$ cat config.mk
export PLATFORM = sky130hd
export DESIGN_NAME = hamming_serial_rx
export DESIGN_NICKNAME = d
export VERILOG_FILES = /design/src/rtl/hamming_pkg.sv /design/src/rtl/serial_bit_timer.sv /design/src/rtl/hamming_serial_rx.sv
export SDC_FILE = /design/constraint.sdc
export NUM_CORES = 1
export LEC_CHECK = 0
export ABC_AREA = 1
export CAP_MARGIN = 5
export CORE_UTILIZATION = 30
export CTS_CLUSTER_SIZE = 8
export DETAILED_ROUTE_END_ITERATION = 12
export GPL_ROUTABILITY_DRIVEN = 0
export SLEW_MARGIN = 15
export SYNTH_ARGS = -nofsm -noshare
export SYNTH_HDL_FRONTEND = slang
export SYNTH_HIERARCHICAL = 1
export SYNTH_SLANG_ARGS = --single-unit
export TNS_END_PERCENT = 50
$ cat constraint.sdc
create_clock -name Clock -period 1.8 [get_ports Clock]
set_clock_uncertainty 0.05 [all_clocks]
set_input_delay 0.18 -clock Clock [delete_from_list [all_inputs] [get_ports Clock]]
set_output_delay 0.18 -clock Clock [all_outputs]
set_load 0.01 [all_outputs]
$ cat src/rtl/hamming_pkg.sv
// Shared constants and receiver state encoding for the Hamming(7,4) serial front end.
package hamming_pkg;

  localparam int CODE_WIDTH = 7;
  localparam int DATA_WIDTH = 4;
  localparam int BIT_IDX_W  = $clog2(CODE_WIDTH);

  typedef enum logic [2:0] {
    WAIT_IDLE,
    IDLE,
    START,
    DATA,
    STOP
  } rx_state_e;

endpackage

$ cat src/rtl/serial_bit_timer.sv
// Bit-period counter. Counts 0..CLKS_PER_BIT-1 and wraps on the full strobe.
// The clear input forces it back to zero.
module serial_bit_timer #(
  parameter int CLKS_PER_BIT = 16
) (
  input  logic clk,
  input  logic rst_n,
  input  logic clear_i,
  output logic half_o,
  output logic full_o
);

  localparam int CW = $clog2(CLKS_PER_BIT);

  logic [CW-1:0] cnt_q, cnt_d;

  assign half_o = (cnt_q == CW'(CLKS_PER_BIT / 2 - 1));
  assign full_o = (cnt_q == CW'(CLKS_PER_BIT - 1));

  // NOTE: every always_comb output gets a default first so no path can infer a latch.
  always_comb begin
    cnt_d = cnt_q + 1'b1;
    if (clear_i || full_o) cnt_d = '0;
  end

  // NOTE: sequential state uses non-blocking assignments only, so all flops update together.
  always_ff @(posedge clk or negedge rst_n) begin
    if (!rst_n) cnt_q <= '0;
    else        cnt_q <= cnt_d;
  end

endmodule

$ cat src/rtl/hamming_serial_rx.sv
// Serial receiver for 7-bit Hamming codewords (start, 7 bits MSB first, stop).
// Delivers each word through a one-entry valid/ready buffer and flags framing errors and overruns.
module hamming_serial_rx
  import hamming_pkg::*;
#(
  parameter int CLKS_PER_BIT = 16
) (
  input  logic                  Clock,
  input  logic                  Reset_n,
  input  logic                  SerialIn,
  output logic [CODE_WIDTH-1:0] ReceivedHammingCode,
  output logic                  CodeValid,
  input  logic                  CodeReady,
  output logic                  FramingError,
  output logic                  Overrun
);

  logic [1:0]            sync_q;
  logic                  rx;
  rx_state_e             state_q, state_d;
  logic [BIT_IDX_W-1:0]  bit_idx_q, bit_idx_d;
  logic [CODE_WIDTH-1:0] shift_q, shift_d;
  logic [CODE_WIDTH-1:0] code_q, code_d;
  logic                  valid_q, valid_d;
  logic                  fe_q, fe_d;
  logic                  ov_q, ov_d;
  logic                  timer_clear, timer_half, timer_full;
  logic                  stop_sample;

  serial_bit_timer #(
    .CLKS_PER_BIT(CLKS_PER_BIT)
  ) u_timer (
    .clk    (Clock),
    .rst_n  (Reset_n),
    .clear_i(timer_clear),
    .half_o (timer_half),
    .full_o (timer_full)
  );

  // Synchronizer resets to the idle-line level.
  always_ff @(posedge Clock or negedge Reset_n) begin
    if (!Reset_n) sync_q <= 2'b11;
    else          sync_q <= {sync_q[0], SerialIn};
  end

  assign rx = sync_q[1];

  always_comb begin
    state_d     = state_q;
    bit_idx_d   = bit_idx_q;
    shift_d     = shift_q;
    timer_clear = 1'b0;
    stop_sample = 1'b0;
    case (state_q)
      WAIT_IDLE: begin
        timer_clear = 1'b1;
        if (rx) state_d = IDLE;
      end
      IDLE: begin
        timer_clear = 1'b1;
        if (!rx) state_d = START;
      end
      START: begin
        if (timer_half) begin
          timer_clear = 1'b1;
          if (rx) begin
            state_d = IDLE;
          end else begin
            state_d   = DATA;
            bit_idx_d = '0;
          end
        end
      end
      DATA: begin
        if (timer_full) begin
          shift_d = {shift_q[CODE_WIDTH-2:0], rx};
          if (bit_idx_q == BIT_IDX_W'(CODE_WIDTH - 1)) state_d = STOP;
          else                                         bit_idx_d = bit_idx_q + 1'b1;
        end
      end
      STOP: begin
        if (timer_full) begin
          stop_sample = 1'b1;
          state_d     = rx ? IDLE : WAIT_IDLE;
        end
      end
      default: state_d = WAIT_IDLE;
    endcase
  end

  // Accept and deliver may coincide: the pop clears valid, the push then sets it again.
  always_comb begin
    code_d  = code_q;
    valid_d = valid_q;
    fe_d    = 1'b0;
    ov_d    = 1'b0;
    if (valid_q && CodeReady) valid_d = 1'b0;
    if (stop_sample) begin
      if (!rx) begin
        fe_d = 1'b1;
      end else if (!valid_q || CodeReady) begin
        code_d  = shift_q;
        valid_d = 1'b1;
      end else begin
        ov_d = 1'b1;
      end
    end
  end

  always_ff @(posedge Clock or negedge Reset_n) begin
    if (!Reset_n) begin
      state_q   <= WAIT_IDLE;
      bit_idx_q <= '0;
      shift_q   <= '0;
      code_q    <= '0;
      valid_q   <= 1'b0;
      fe_q      <= 1'b0;
      ov_q      <= 1'b0;
    end else begin
      state_q   <= state_d;
      bit_idx_q <= bit_idx_d;
      shift_q   <= shift_d;
      code_q    <= code_d;
      valid_q   <= valid_d;
      fe_q      <= fe_d;
      ov_q      <= ov_d;
    end
  end

  assign ReceivedHammingCode = code_q;
  assign CodeValid           = valid_q;
  assign FramingError        = fe_q;
  assign Overrun             = ov_q;

endmodule
# Word-level counts from Yosys, hierarchy flattened
# Index checks and enable logic that the tools add are counted.
# op_classes
n_mux	28
n_eq_ne	15
n_addsub	2
n_reduce_logical	11
# op_table
operator	n
3-bit 2-to-1 mux	10
3-bit case mux with 5 select lines	1
1-bit 2-to-1 mux	13
2-bit inequality test, second input constant	6
3-bit by 2-bit equality test with 1-bit output, second input constant	2
3-bit equality test, second input constant	2
3-bit case mux with 2 select lines	1
6-bit AND reduction	1
5-bit AND reduction	1
4-bit by 1-bit adder with 4-bit output, second input constant	1
4-bit by 3-bit equality test with 1-bit output, second input constant	1
4-bit equality test, second input constant	1
4-bit 2-to-1 mux	1
2-bit by 1-bit inequality test with 1-bit output, second input constant	2
3-bit by 1-bit adder with 3-bit output, second input constant	1
3-bit by 1-bit equality test with 1-bit output, second input constant	1
3-bit logical NOT	1
3-bit AND reduction	1
1-bit logical OR	2
2-bit 2-to-1 mux	1
1-bit case mux with 2 select lines	1
2-bit AND reduction	1
2-bit nonzero test	1
2-bit OR reduction	1
2 further kinds	2
# totals
word_cells	65
inputBits	4
output_inout_bits	10
reg_bits	29

# Logic depth before layout (Yosys ltp)
# Gate-level depths: netlist of the first run.
# logic_depth
ltp_word	5
depth_mapped	10
mapped_depth_nobuf	10

# By module
# The synthesis of the first run kept the hierarchy.
# modules_own_cells
mod	cells_each	seq_area_each_um2	instances	area_each_um2
hamming_serial_rx	130	628.1	1	1126.1
serial_bit_timer	20	100.1	1	193.9

# Worst setup path before layout of the first run
# Ideal clock, no wire load.
# synth_path
path_kind	register to register
start	reg u_timer.cnt_q[0]
end	reg state_q[0]
arrival_time_ps	1444
setup_slack_ps	188
n_path_buf	0
setup_ps	117
synth_period_minus_slack_ps	1612
required_ps	1633
stages_incl_launch_ff	11
path_cell_list	dfrtp_1 -> ha_1 -> nand2_2 -> nor2_1 -> inv_1 -> nand3_1 -> nand2_1 -> nor2_2 -> nand2_1 -> nand2_1 -> nand2_1
# synth_via
elab_chain_cells	3
elab_cells_between_ends	6
cone_classes	5 x eq/ne; 1 x reduce/logical
# synth_rtl
element	line	rtl
start, declared	serial_bit_timer.sv:15	logic [CW-1:0] cnt_q, cnt_d;
start signal, assigned	serial_bit_timer.sv:29	else cnt_q <= cnt_d;
4-bit equality test *	serial_bit_timer.sv:18	assign full_o = (cnt_q == CW'(CLKS_PER_BIT - 1));
named net timer_full	hamming_serial_rx.sv:27	logic timer_clear, timer_half, timer_full;
2-bit by 1-bit inequality test with 1-bit output (no line)	-	
6-bit AND reduction (no line) *	-	
end signal, assigned	hamming_serial_rx.sv:120	state_q <= state_d;
end, declared	hamming_serial_rx.sv:20	rx_state_e state_q, state_d;
# Mark *: on every way through the listed nets, which the timed path passes. The rest lies on a longest branch.
# A chain may end at the register's enable or synchronous reset.

# Final worst setup path of the first run
# layout_path
start	reg u_timer.cnt_q[0]
end	reg code_q[5] (netlist: ReceivedHammingCode[5])
# layout_via
elab_chain_cells	4
# layout_rtl
element	line	rtl
4-bit equality test	serial_bit_timer.sv:18	
named net timer_full	hamming_serial_rx.sv:27	
1-bit 2-to-1 mux	hamming_serial_rx.sv:82	if (timer_full) begin
1-bit 2-to-1 mux	hamming_serial_rx.sv:54	case (state_q)
3-bit AND reduction (no line)	-	
end signal, assigned	hamming_serial_rx.sv:123	code_q <= code_d;
end, declared	hamming_serial_rx.sv:23	logic [CODE_WIDTH-1:0] code_q, code_d;
# The timed path passes the listed nets, and every way through them passes these cells.

==> results of run 1 <==
## repair_timing
action                                  4_1_cts  5_1_grt
setup buffers                                 0        0
endpoints found under the setup margin        0       20
gates resized for setup                       0        3
endpoints found under the hold margin         0        0
## final timing paths
kind	from	endpoint	slack [ns]	cells past startpoint
max in group asynchronous	Reset_n	sync_q[1]$_DFF_PN1_	1.15	2
setup / recovery	u_timer/cnt_q[0]$_DFF_PN0_	ReceivedHammingCode[5]$_DFFE_PN0P_	0.19	8
min in group Clock	SerialIn	sync_q[0]$_DFF_PN1_	0.26	1
setup reg to reg	u_timer/cnt_q[0]$_DFF_PN0_	ReceivedHammingCode[5]$_DFFE_PN0P_	0.19	8
hold reg to reg	sync_q[0]$_DFF_PN1_	sync_q[1]$_DFF_PN1_	0.31	0
hold / removal	Reset_n	ReceivedHammingCode[2]$_DFFE_PN0P_	0.22	2
## layout make-up
class                           count  area (um^2)  share of cell area, %
Timing Repair Buffer               15          145                   8.92
Clock buffer                        5         68.8                   4.23
Tap cell                           50         62.6                   3.85
Clock inverter                      3         17.5                   1.08
Sequential cell                    29          728                   44.8
Inverter                           14         55.1                   3.38
Multi-Input combinational cell    107          549                   33.8
## power breakdown
part | total, mW | internal (mW) | switching [mW]
clock network | 0.503 | 0.266 | 0.237
logic | 0.366 | 0.149 | 0.217
registers | 0.782 | 0.701 | 0.0808
total | 1.65 | 1.12 | 0.535
## cells in the mapped netlist (all sizes together)
| master | instances |
|---|---|
| o21ai | 5 |
| ha | 3 |
| nand2 | 62 |
| a21oi | 2 |
| nand3 | 12 |
| nor2 | 16 |
| o21a | 1 |
| nand4 | 2 |
| nand3b | 1 |
| xor2 | 1 |
| dfstp | 2 |
| inv | 14 |
| dfrtp | 27 |
| nor3b | 1 |
| o21bai | 1 |
## routing by layer
| layer | wire [um] | track usage [%] | vias to the layer above |
|---|---|---|---|
| li1 | - | - | 514 |
| met2 | 998 | 17.8 | 17 |
| met1 | 1110 | 14.9 | 422 |
| met3 | 78 | 4.50 | 2 |
| met4 | 17 | 4.69 | 0 |
| met5 | 0 | 0 | - |
## layout by cell type (no fill, tap or decap)
| cell type | synthesis | final |
|---|---|---|
| nand3_1 | 11 | 11 |
| clkinv_2 | 0 | 2 |
| dfrtp_1 | 27 | 27 |
| nor2_1 | 12 | 11 |
| ha_1 | 3 | 3 |
| inv_4 | 1 | 1 |
| o21bai_4 | 1 | 1 |
| dfstp_2 | 2 | 2 |
| o21ai_0 | 2 | 2 |
| xor2_1 | 1 | 1 |
| nand3_2 | 1 | 1 |
| clkdlybuf4s50_1 | 0 | 13 |
| clkinvlp_4 | 0 | 1 |
| o21a_1 | 1 | 1 |
| nor3b_1 | 1 | 1 |
| inv_2 | 4 | 4 |
| nand2_1 | 60 | 60 |
| clkbuf_8 | 0 | 5 |
| nand4_1 | 1 | 1 |
| o21ai_2 | 2 | 2 |
| buf_4 | 0 | 2 |
| a21oi_1 | 2 | 2 |
| nand3b_1 | 1 | 1 |
| nor2_4 | 3 | 5 |
| nand2_2 | 2 | 2 |
| o21ai_1 | 1 | 1 |
| inv_1 | 9 | 9 |
| nand4_2 | 1 | 1 |
## flip-flops by register name (all words and copies together), names as in the netlist, 2 cells and up
signal               cells
shift_q                  7
sync_q                   2
u_timer/cnt_q            4
state_q                  3
ReceivedHammingCode      7
bit_idx_q                3
## worst reg2reg max path, cell delays in order (launching register included)
cell and delay (ns):
dfrtp_1 0.38, ha_1 0.20, nand2_2 0.11, nor2_4 0.14
nand4_2 0.20, nor2_4 0.19, inv_2 0.10, nand2_1 0.07
o21ai_1 0.05
## metrics by stage
stage / cell area, um^2 / util (%) / hold slack (ns)
floorplan: 1320 / - / -0.166
global placement: 1530 / 37.1 / 0.296
detailed placement: 1530 / 37.1 / 0.297
CTS: 1610 / 39.2 / 0.238
global route: 1630 / 39.5 / 0.254
finish: 1630 / 39.5 / 0.224
## kinds of logic after synthesis
| group | Yosys count | synth area share [%] |
|---|---|---|
| adders and majority gates | 3 | 2.84 |
| and+or+nand+nor | 94 | 31.9 |
| xor gates and xnor gates | 1 | 0.664 |
| AOI/OAI and AO/OA | 9 | 5.21 |
| buffers and inverters | 14 | 4.17 |
| DFF | 29 | 55.2 |
==> key figures, run 1 <==
Die
  – Initial Utilization: 32.1%
  – DIE AREA: 0.00467 mm^2
  – Die Y: 68.3 um
  – Row count: 23
  – Die Wd: between 60 and 70 um
  – Top Ports: 14
  – Core ar.: between 0.004 and 0.005 mm^2

Timing
  – Slew margin rel.: roughly three quarters
  – TNS Setup: 0 ns
  – Slew Viols, Final: 0
  – Fmax: approximately 620 MHz
  – Worst-margin pin slew: about 0.36 ns
  – Unrepaired setup endpoints after global routing: false
  – Fin. Hold Viols: 0
  – Period utilization: 89.3%
  – Period minus WS final: approximately 1.6 ns
  – Final worst slack: 0.192 ns
  – Final setup vio count: 0

Worst setup path
  – Crit path cell chain: ha_1 -> nand2_2 -> nor2_4 -> nand4_2 -> nor2_4 -> inv_2 -> nand2_1 -> o21ai_1
  – Crit path required time: approximately 1.9 ns
  – Cell mode on critical path: nor2_4
  – CP arrival: between 1.5 and 2 ns
  – CP top delay family: simple AND/OR/NAND/NOR gates
  – Critical path capture point type: flop
  – CP Max Fanout: 8
  – Type of origin of the critical path: flop
  – WP buf/inv: 1
  – Slowest cell on the critical path: dfrtp_1
  – Largest stage delay, worst path: roughly 0.38 ns
  – Crit path kind: flop to flop

Route
  – First-pass DRT Iterations: 4
  – Vias: between 900 and 1000
  – Routed len/inst: between 9 and 10 um
  – Initial DRC Count: 67
  – Final wirelength: 2.20 mm
  – ANT nets after route: 0
  – DRC viols: 0
  – Avg Vias per Cell: between 4 and 5

Placed design
  – Placed Instances: roughly 220
  – I/O Buffers: 13
  – DPL Wire Length: ~1.6 mm
  – Pre-CTS setup slack: around 0.018 ns

Logic synthesis
  – Post-synth cell types: 24
  – Net Count, Synth: 157
  – Syn. warnings: 6
  – Yosys top cell by area: dfrtp_1
  – Sequential area share after synthesis: around 55%
  – Yosys top cell area share: approximately half
  – Syn Area/Cell: 8.80 um^2
  – Synth top area cells: dfrtp_1 51%, nand2_1 17%, nand3_1 4.2%
  – Count of state elements after synthesis: 29
  – Post-Syn Instances: 150
  – Area of the mapped netlist: about 0.0013 mm^2

Global route
  – Vias in the first global route: between 900 and 1000
  – Initial antenna violation count: 0
  – First-pass GRT wire length: 3.91 mm
  – Total track usage: 11.7%
  – Largest net degree at the start of global routing: 30
  – GRT overflow: 0

Layout
  – Fin cells: between 200 and 250
  – Final nets: approximately 180
  – Fill count: approximately 420
  – Area grow syn2layout: 23.2%
  – Layout cells sized above 1: between 10% and 20%
  – Antenna cells: 0

Min path
  – Type of the most critical hold path: input pin to asynchronous set/reset pin

Power and ir drop
  – Leak: approximately 0.83 nW
  – PwrDens: roughly 1000 mW/mm^2
  – Maximum VDD drop: roughly 0.45 mV
  – Overall power: 1.65 mW

Clocking
  – Latest clock arrival within the worst-skew pair: between 0.2 and 0.3 ns
  – CTS Hold Bufs: 0
  – Clk buf depth: 2
  – CTS tree: built
  – CTS clock-pin slew for the worst setup and hold paths: 0.07 ns
  – Sink Count: 29
  – Clk root buf: clkbuf_8
  – CTS buffer count: 5
  – CTS H-Tree Depth: 2

Job
  – Max-cap violations: 0

Run status
  – Outcome: finished clean
(Power assumes the default switching activity.)
==> inputs of run 2 (changes only) <==
Settings changed: CORE_MARGIN set to 10.
==> run 2 against run 1 <==
Fmax down 0.39%. Combinational power fell by 2%. Cell count increased by 0.90%. Critical path depth up 2. Total power is 11% higher. Clock power rose by 37%. Worst setup slack got worse by 0.0064 ns. Critical path type unchanged. Largest power group unchanged. Highest routed layer unchanged.
==> key figures, run 2 (same netlist as run 1, synthesis figures left out) <==
Layout
  – Fin cells: between 200 and 250
  – Fill count: about 430
  – Antenna cells: 0
  – Final nets: 179
  – Most frequent cells in the layout: 60 x nand2_1, 27 x dfrtp_1, 13 x clkdlybuf4s50_1
  – Commonest non-fill, non-tap cell in the layout: nand2_1
  – Layout cells sized above 1: 16.2%
  – Area grow syn2layout: 25.3%

Route
  – Avg Vias per Cell: 4.38
  – Initial DRC Count: between 80 and 90
  – Routed len/inst: roughly 10 um
  – Final wirelength: roughly 2.4 mm
  – First-pass DRT Iterations: 4
  – ANT nets after route: 0
  – DRC viols: 0
  – Vias: between 900 and 1000

Placed design
  – I/O Buffers: 13
  – Placed Instances: around 220
  – DPL Wire Length: ~1.7 mm

Clocking
  – Post-CTS resize count: 0
  – CTS tree: built
  – Post-CTS setup buffers: 0
  – Clk root buf: clkbuf_8
  – CTS H-Tree Depth: 2
  – Latest clock arrival within the worst-skew pair: approximately 0.28 ns
  – CTS Hold Bufs: 0
  – CTS clock-pin slew for the worst setup and hold paths: about 0.06 ns
  – Sink Count: 29
  – CTS buffer count: 5
  – Clk buf depth: 2

Worst setup path
  – Slowest cell on the critical path: dfrtp_1
  – Type of origin of the critical path: flop
  – CP arrival: 1.73 ns
  – CP top delay family: simple AND/OR/NAND/NOR gates
  – WP buf/inv: 1
  – CP Max Fanout: 4
  – Crit path cell chain: ha_1 -> nand2_2 -> nor2_4 -> inv_1 -> nand3_1 -> nand2_1 -> nor2_2 -> nand2_1 -> nand2_1 -> nand2_1
  – Cell mode on critical path: nand2_1
  – Critical path capture point type: flop
  – Crit path kind: flop to flop
  – Largest stage delay, worst path: 0.39 ns
  – Crit path required time: between 1.5 and 2 ns

Power and ir drop
  – PwrDens: between 1000 and 1500 mW/mm^2
  – Switch share: between 20% and 30%
  – NetSw: roughly 0.53 mW
  – Comb power frac: between 10% and 20%
  – Flop pwr share: a little over two fifths
  – Maximum VDD drop: around 0.48 mV
  – Leak: about 0.84 nW
  – Int Power: about 1.3 mW
  – Clk pwr share: 37.7%

Die
  – Die Wd: 86.3 um
  – Top Ports: 14
  – Row count: 24
  – Initial Utilization: a little under a third
  – DIE AREA: between 0.007 and 0.008 mm^2
  – Die Y: about 86 um
  – Core ar.: between 0.004 and 0.005 mm^2

Timing
  – Period minus WS final: roughly 1.6 ns
  – Fin. Hold Viols: 0
  – Fmax: between 600 and 700 MHz
  – Final setup vio count: 0
  – Worst-margin pin slew: 0.366 ns
  – Slew margin rel.: between 70% and 80%
  – Period utilization: between 80 and 90%
  – TNS Setup: 0 ns
  – Unrepaired setup endpoints after global routing: false
  – Hold slack: 0.229 ns
  – Slew Viols, Final: 0

Global route
  – Initial antenna violation count: 0
  – Largest net degree at the start of global routing: 30
  – Met3 Resource Use GR: around 2.8%
  – Vias in the first global route: 940
  – M2 GR Usage: 10.6%
  – GRT overflow: 0
  – GRT Max-Usage Layer: met2
  – Total track usage: 6.98%
  – Met1 Use GR: approximately 8%
  – First-pass GRT wire length: just over 4 mm

Min path
  – Type of the most critical hold path: input pin to asynchronous set/reset pin

Job
  – Max-cap violations: 0

Run status
  – Outcome: finished clean
==> run 2: cell count changes in the layout (fill, tap and decap cells not counted) <==
cell / change
clkinv_2: -2
nor2_2: +1
nor2_4: -1
clkbuf_1: +1
clkinvlp_4: -1
bufinv_16: +1
clkbuf_8: +1
==> run 2: worst reg2reg max path, delay by kind of cell (launching register included) <==
family / cells / cell delay [ns]
buf+inv: 1 / 0.10
fa+ha+maj: 1 / 0.21
simple gates: 8 / 0.77
flops: 1 / 0.39
==> run 2: layout make-up <==
cell class	count	area, um^2	area share (%)
Multi-Input combinational cell	107	544	32.9
Clock inverter	1	30.0	1.82
Inverter	14	55.1	3.33
Timing Repair Buffer	15	145	8.77
Sequential cell	29	728	44.0
Clock buffer	7	86.3	5.22
Tap cell	52	65.1	3.93
==> run 2: worst paths after layout <==
kind,startpoint,endpoint,slack [ns],cells after the start
max in group asynchronous,Reset_n,sync_q[1]$_DFF_PN1_,1.16,2
setup reg to reg,u_timer/cnt_q[0]$_DFF_PN0_,state_q[0]$_DFFE_PN0P_,0.19,10
min in group Clock,SerialIn,sync_q[0]$_DFF_PN1_,0.26,1
setup / recovery,u_timer/cnt_q[0]$_DFF_PN0_,state_q[0]$_DFFE_PN0P_,0.19,10
hold reg to reg,sync_q[0]$_DFF_PN1_,sync_q[1]$_DFF_PN1_,0.31,0
hold / removal,Reset_n,ReceivedHammingCode[3]$_DFFE_PN0P_,0.23,2
==> run 2: per-layer routing <==
layer	routed length (um)	up-vias	share of wire [%]
met5	0	-	0
met4	50	0	2.1
met3	101	7	4.3
met2	1060	18	45
met1	1150	443	49
li1	-	518	-
==> run 2: power by group through the flow <==
stage	combinational (mW)	clock (mW)	sequential, mW
after floorplan	0.283	0	0.775
after global placement	0.359	0	0.789
after detailed placement	0.355	0	0.791
after CTS	0.360	0.708	0.780
after global routing	0.422	0.737	0.787
final	0.359	0.690	0.781
==> run 2: stage by stage <==
stage | instance area [um^2] | utilization, % | setup WS (ns) | total power, mW
after floorplan | 1320 | - | 0.188 | 1.06
after global placement | 1530 | 35.6 | 0.115 | 1.15
after detailed placement | 1530 | 35.6 | 0.0355 | 1.15
after CTS | 1650 | 38.3 | 0.0126 | 1.85
after global routing | 1650 | 38.5 | 0.00956 | 1.95
final | 1650 | 38.5 | 0.186 | 1.83
